===== config.mk =====
export PLATFORM = sky130hd
export DESIGN_NAME = hazard_pipe_regs
export DESIGN_NICKNAME = d
export VERILOG_FILES = /design/src/rtl/hazard_pipe_regs.sv
export SDC_FILE = /design/constraint.sdc
export NUM_CORES = 1
export LEC_CHECK = 0
export CAP_MARGIN = 20
export CORE_MARGIN = 2
export CORE_UTILIZATION = 32
export CTS_CLUSTER_DIAMETER = 150
export DETAILED_ROUTE_END_ITERATION = 6
export MAX_ROUTING_LAYER = met4
export PLACE_DENSITY = 0.88
export SKIP_CTS_REPAIR_TIMING = 1
export SLEW_MARGIN = 10
export SYNTH_ARGS = -nofsm -noshare
export SYNTH_HDL_FRONTEND = slang
export SYNTH_SLANG_ARGS = --single-unit

===== constraint.sdc =====
create_clock -name clk -period 1.43 [get_ports clk]
set_clock_uncertainty 0.15 [all_clocks]
set_input_delay 0.2145 -clock clk [delete_from_list [all_inputs] [get_ports clk]]
set_output_delay 0.2145 -clock clk [all_outputs]
set_load 0.05 [all_outputs]

===== src/rtl/hazard_pipe_regs.sv =====
// -----------------------------------------------------------------------------
// hazard_pipe_regs
//
// Purpose: Decode->Execute->Mem->Writeback pipeline registers for the fields a
// hazard unit needs (source/destination registers, RegWrite, MemtoReg) plus a
// per-stage valid bit. Execute can be flushed to a bubble. Optional performance
// counters track flushed cycles and retired instructions.
//
// Configuration macro: HAZARD_PERF_COUNT_EN
//   defined   : FlushCount / RetireCount are live saturating 32-bit counters
//   undefined : FlushCount / RetireCount are tied to 0, no counter flops
//
// Ports:
//   clk, rst                     rising-edge clock, synchronous active-high reset
//   RsD, RtD, WriteRegD          Decode register fields (5 bits each)
//   RegWriteD, MemtoRegD, ValidD Decode controls
//   FlushE                       replace the Execute load with a bubble
//   RsE, RtE, WriteRegE          Execute register fields
//   RegWriteE, MemtoRegE         Execute controls
//   WriteRegM, RegWriteM, MemtoRegM  Mem stage
//   WriteRegW, RegWriteW, ValidW     Writeback stage
//   FlushCount, RetireCount      performance counters (32 bits)
// -----------------------------------------------------------------------------
module hazard_pipe_regs (
   input  logic        clk,
   input  logic        rst,
   input  logic [4:0]  RsD,
   input  logic [4:0]  RtD,
   input  logic [4:0]  WriteRegD,
   input  logic        RegWriteD,
   input  logic        MemtoRegD,
   input  logic        ValidD,
   input  logic        FlushE,
   output logic [4:0]  RsE,
   output logic [4:0]  RtE,
   output logic [4:0]  WriteRegE,
   output logic        RegWriteE,
   output logic        MemtoRegE,
   output logic [4:0]  WriteRegM,
   output logic        RegWriteM,
   output logic        MemtoRegM,
   output logic [4:0]  WriteRegW,
   output logic        RegWriteW,
   output logic        ValidW,
   output logic [31:0] FlushCount,
   output logic [31:0] RetireCount
);

   // Decode controls qualified before entering Execute: a non-valid slot never
   // writes or loads, and a write to $0 is dropped here so it never propagates.
   logic w_regwrite_d;
   logic w_memtoreg_d;

   assign w_regwrite_d = RegWriteD & ValidD & (WriteRegD != 5'd0);
   assign w_memtoreg_d = MemtoRegD & ValidD;

   // Execute stage
   logic [4:0] r_rs_e;
   logic [4:0] r_rt_e;
   logic [4:0] r_wr_e;
   logic       r_regwrite_e;
   logic       r_memtoreg_e;
   logic       r_valid_e;

   // Mem stage
   logic [4:0] r_wr_m;
   logic       r_regwrite_m;
   logic       r_memtoreg_m;
   logic       r_valid_m;

   // Writeback stage
   logic [4:0] r_wr_w;
   logic       r_regwrite_w;
   logic       r_valid_w;

   always_ff @(posedge clk) begin
      if (rst) begin
         r_rs_e       <= 5'd0;
         r_rt_e       <= 5'd0;
         r_wr_e       <= 5'd0;
         r_regwrite_e <= 1'b0;
         r_memtoreg_e <= 1'b0;
         r_valid_e    <= 1'b0;
         r_wr_m       <= 5'd0;
         r_regwrite_m <= 1'b0;
         r_memtoreg_m <= 1'b0;
         r_valid_m    <= 1'b0;
         r_wr_w       <= 5'd0;
         r_regwrite_w <= 1'b0;
         r_valid_w    <= 1'b0;
      end else begin
         if (FlushE) begin
            // Bubble: the Decode instruction is discarded even if valid.
            r_rs_e       <= 5'd0;
            r_rt_e       <= 5'd0;
            r_wr_e       <= 5'd0;
            r_regwrite_e <= 1'b0;
            r_memtoreg_e <= 1'b0;
            r_valid_e    <= 1'b0;
         end else begin
            r_rs_e       <= RsD;
            r_rt_e       <= RtD;
            r_wr_e       <= WriteRegD;
            r_regwrite_e <= w_regwrite_d;
            r_memtoreg_e <= w_memtoreg_d;
            r_valid_e    <= ValidD;
         end
         r_wr_m       <= r_wr_e;
         r_regwrite_m <= r_regwrite_e;
         r_memtoreg_m <= r_memtoreg_e;
         r_valid_m    <= r_valid_e;
         r_wr_w       <= r_wr_m;
         r_regwrite_w <= r_regwrite_m;
         r_valid_w    <= r_valid_m;
      end
   end

`ifdef HAZARD_PERF_COUNT_EN
   logic [31:0] r_flush_cnt;
   logic [31:0] r_retire_cnt;

   // Both counters hold at all-ones instead of wrapping.
   always_ff @(posedge clk) begin
      if (rst) begin
         r_flush_cnt  <= 32'd0;
         r_retire_cnt <= 32'd0;
      end else begin
         if (FlushE && (r_flush_cnt != 32'hFFFF_FFFF)) begin
            r_flush_cnt <= r_flush_cnt + 32'd1;
         end
         if (r_valid_w && (r_retire_cnt != 32'hFFFF_FFFF)) begin
            r_retire_cnt <= r_retire_cnt + 32'd1;
         end
      end
   end

   assign FlushCount  = r_flush_cnt;
   assign RetireCount = r_retire_cnt;
`else
   assign FlushCount  = 32'd0;
   assign RetireCount = 32'd0;
`endif

   assign RsE       = r_rs_e;
   assign RtE       = r_rt_e;
   assign WriteRegE = r_wr_e;
   assign RegWriteE = r_regwrite_e;
   assign MemtoRegE = r_memtoreg_e;
   assign WriteRegM = r_wr_m;
   assign RegWriteM = r_regwrite_m;
   assign MemtoRegM = r_memtoreg_m;
   assign WriteRegW = r_wr_w;
   assign RegWriteW = r_regwrite_w;
   assign ValidW    = r_valid_w;

endmodule


==> results.md <==
- Run status: complete, no violations
- Gpl congestion: 0.711
- Leading cell type in the layout, fill and taps excluded: sky130_fd_sc_hd__conb_1
- Proportion of layout cells with a drive suffix above 1: 21.8%
- Setup repair after global routing missed its margin: no
- Total number of yosys warnings: 0
- Combinational family with the most area after synthesis: buffers and inverters
- Internal reg-to-reg setup slack: 0.67 ns
- Core area: 4090 um^2
- Crit path buffers/inverters: 1
- Number of diodes added for antenna fixing: 0
- Multi-input combinational cell area: 467 um^2
- Total number of clock tree sinks: 33
- Post-synthesis instance area: 1380 um^2
- Area growth syn-to-layout: 54.3%
- Fill cell count: 377
- Final cycle utilization of the critical path: 95.5%
- Wire length per cell after detailed routing: 10.2 um
- Timing-limited maximum frequency: 0.732 GHz
- Syn avg cell area: 10.2 um^2
- Delay of the slowest cell on the worst path: 0.53 ns
- Clock Pin Slew Worst Setup and Hold Paths: 0.06 ns
- Port bufs: 51
- Library cell used as clock root buffer: sky130_fd_sc_hd__clkbuf_8
- Terminus of the critical flop-to-flop path: WriteRegW[3]$_SDFF_PP0_
- Crit path to: RegWriteE$_SDFF_PP0_
- Highest signal layer in the routed design: met4
- Die width: 69.6 um
- Leading cell types in the layout, fill and taps excluded: 64 x sky130_fd_sc_hd__conb_1, 33 x sky130_fd_sc_hd__dfxtp_1, 31 x sky130_fd_sc_hd__buf_12, 20 x sky130_fd_sc_hd__clkdlybuf4s50_1, 15 x sky130_fd_sc_hd__and2_1
- Sequential fraction of the synthesis area: 47.9%
- Cell area after placement: 2030 um^2
- Final number of hold-violating endpoints: 0
- Number of global-route vias before repair: 746
- Cell count along the critical path: 3
- Setup crit end kind: register
- Total CTS buffers: 5
- Vias after detailed routing: 824
- Sum of net half-perimeters after detailed placement: 2.14 mm
- TritonCTS clock tree: yes
- Power density cells: 1120 nW/um^2
- Initial Util: 33.7%
- Startpoint type of the worst setup path: input port
- Clock period minus worst slack: 1.37 ns
- H-tree depth: 2
- Drt total wl: 2.47 mm
- Max Fanout on Critical Path: 2
- I/O Pins: 116
- Arithmetic-cell share of the synthesized area counting full adders, half adders and majority gates: 0%
- FF-to-FF path depth: 1
- CTS Buffer Depth: 2
- R2r startpoint: WriteRegM[3]$_SDFF_PP0_
- Area share of xor/xnor cells in the synthesized design: 0%
- Area of the die: 4850 um^2
- Largest net degree at the start of global routing: 19
- Slowest CP cell: sky130_fd_sc_hd__or4_1
- Crit path required time: 1.45 ns
- Static power due to leakage: 0.977 nW
- Sequential cell area: 661 um^2
- Count of endpoints failing setup in the final report: 0
- Wire length of the first global-routing pass: 3.66 mm
- Flops & latches, synth: 33
- Antenna Nets Post-Route: 0
- Iter 0 DRT Violations: 23
- Met1 wire length: 781 um
- GRT Residual Overflow: 0
- Antenna violations before repair: 0
- Number of standard-cell rows in the floorplan: 23
- Detailed route wirelength on metal2: 1.45 mm
- Chain of cells forming the critical path: clkdlybuf4s50_1, or4_1, o2111a_1
- Max capacitance violation total: 0
- Timing startpoint of the critical path: WriteRegD[2]
- Number of DRC violations after detailed routing: 0
- Max Slew Vio Count: 0
- Later-pin clock latency in the skew report: 0.27 ns
- Post-Syn Instances: 135
- Die height: 69.6 um
- Iteration count of the initial detailed-routing pass: 4
- Crit Path Category: in2reg
- Area fraction in and, or, nand and nor cells after synthesis: 15.6%
- Final standard cell count with taps included and fillers excluded: 243
- Number of cells after detailed placement: 235
- Arrival time of data at the critical path endpoint: 1.39 ns
- Non-Filler Cell Area, Final: 2130 um^2
- Complex-gate fraction of the synthesized area: 0.817%
- Worst vdd ir: 0.332 mV
- Final-stage net count: 213
- Number of distinct library cell variants in the gate-level netlist after synthesis: 12
- Critical path's top delay family: simple AND/OR/NAND/NOR gates
- All-Layer GR Usage: 10.2%
- Amount of wire on met3 after detailed routing: 195 um
- Per-cell via count in the routed design: 3.39
- Tightest Hold Check Type: reg2reg
- Multiplexer fraction of the synthesized cell area: 0%
==> cell type report <==
type | count | area share [%]
repair buffers | 53 | 39.3
flip-flops and latches | 33 | 31.1
multi-input cells | 99 | 21.9
clock buffers | 7 | 4.53
well taps | 50 | 2.94
clock inverters | 1 | 0.235
==> registers in the layout, summed over array words and instances, names as in the netlist <==
register,flops
RsE,5
RegWriteM,1
RtE,5
MemtoRegE,1
RegWriteW,1
ValidW,1
r_valid_m,1
RegWriteE,1
r_valid_e,1
MemtoRegM,1
WriteRegM,5
WriteRegE,5
WriteRegW,5
==> metrics by stage <==
step / hold slack, ns / power, mW / worst slack [ns] / util (%) / setup TNS, ns
finish: 0.284 / 2.38 / 0.0640 / 52.1 / 0
global route: 0.304 / 2.47 / 0.0363 / 52.1 / 0
CTS: 0.289 / 2.40 / 0.0676 / 52.1 / 0
detailed placement: 0.274 / 1.65 / -0.237 / 49.6 / -0.237
global placement: 0.264 / 1.64 / -0.201 / 49.6 / -0.201
floorplan: 0.136 / 1.60 / 0.223 / - / 0
==> cells by family after synthesis <==
| family | after synthesis |
|---|---|
| buffers and inverters | 66 |
| AND/OR/NAND/NOR | 34 |
| flip-flops | 33 |
| AO/OA/AOI/OAI | 1 |
| other | 1 |
==> worst min-delay path by stage <==
| stage | from | end | slack, ns | cells after the start |
|---|---|---|---|---|
| after CTS | r_valid_e$_SDFF_PP0_ | r_valid_m$_SDFF_PP0_ | 0.29 | 1 |
| final | r_valid_m$_SDFF_PP0_ | ValidW$_SDFF_PP0_ | 0.28 | 1 |
| after global placement | r_valid_m$_SDFF_PP0_ | ValidW$_SDFF_PP0_ | 0.26 | 1 |
| after detailed placement | r_valid_e$_SDFF_PP0_ | r_valid_m$_SDFF_PP0_ | 0.27 | 1 |
| after global routing | r_valid_m$_SDFF_PP0_ | ValidW$_SDFF_PP0_ | 0.30 | 1 |
| after floorplan | rst | MemtoRegM$_SDFF_PP0_ | 0.14 | 1 |
==> power breakdown <==
part | total (mW) | switching [mW] | internal [mW]
Clock | 0.748 | 0.314 | 0.434
Combinational | 0.658 | 0.496 | 0.162
Sequential | 0.972 | 0.0241 | 0.948
==> synth_stat cells, drive strengths merged <==
library cell	count	share of area, %
conb	1	0.27
o2111a	1	0.82
clkbuf	2	0.54
and2b	2	1.1
nor2b	13	5.9
buf	64	35
or4	1	0.54
and2	16	7.4
nor2	1	0.27
and3	1	0.45
dfxtp	33	48
==> layer usage <==
metal | up-vias | global-route usage (%)
met4 | 0 | 5.13
met3 | 4 | 3.20
met1 | 371 | 9.01
met2 | 55 | 19.4
li1 | 394 | -
met5 | - | -
(Power assumes the default switching activity.)
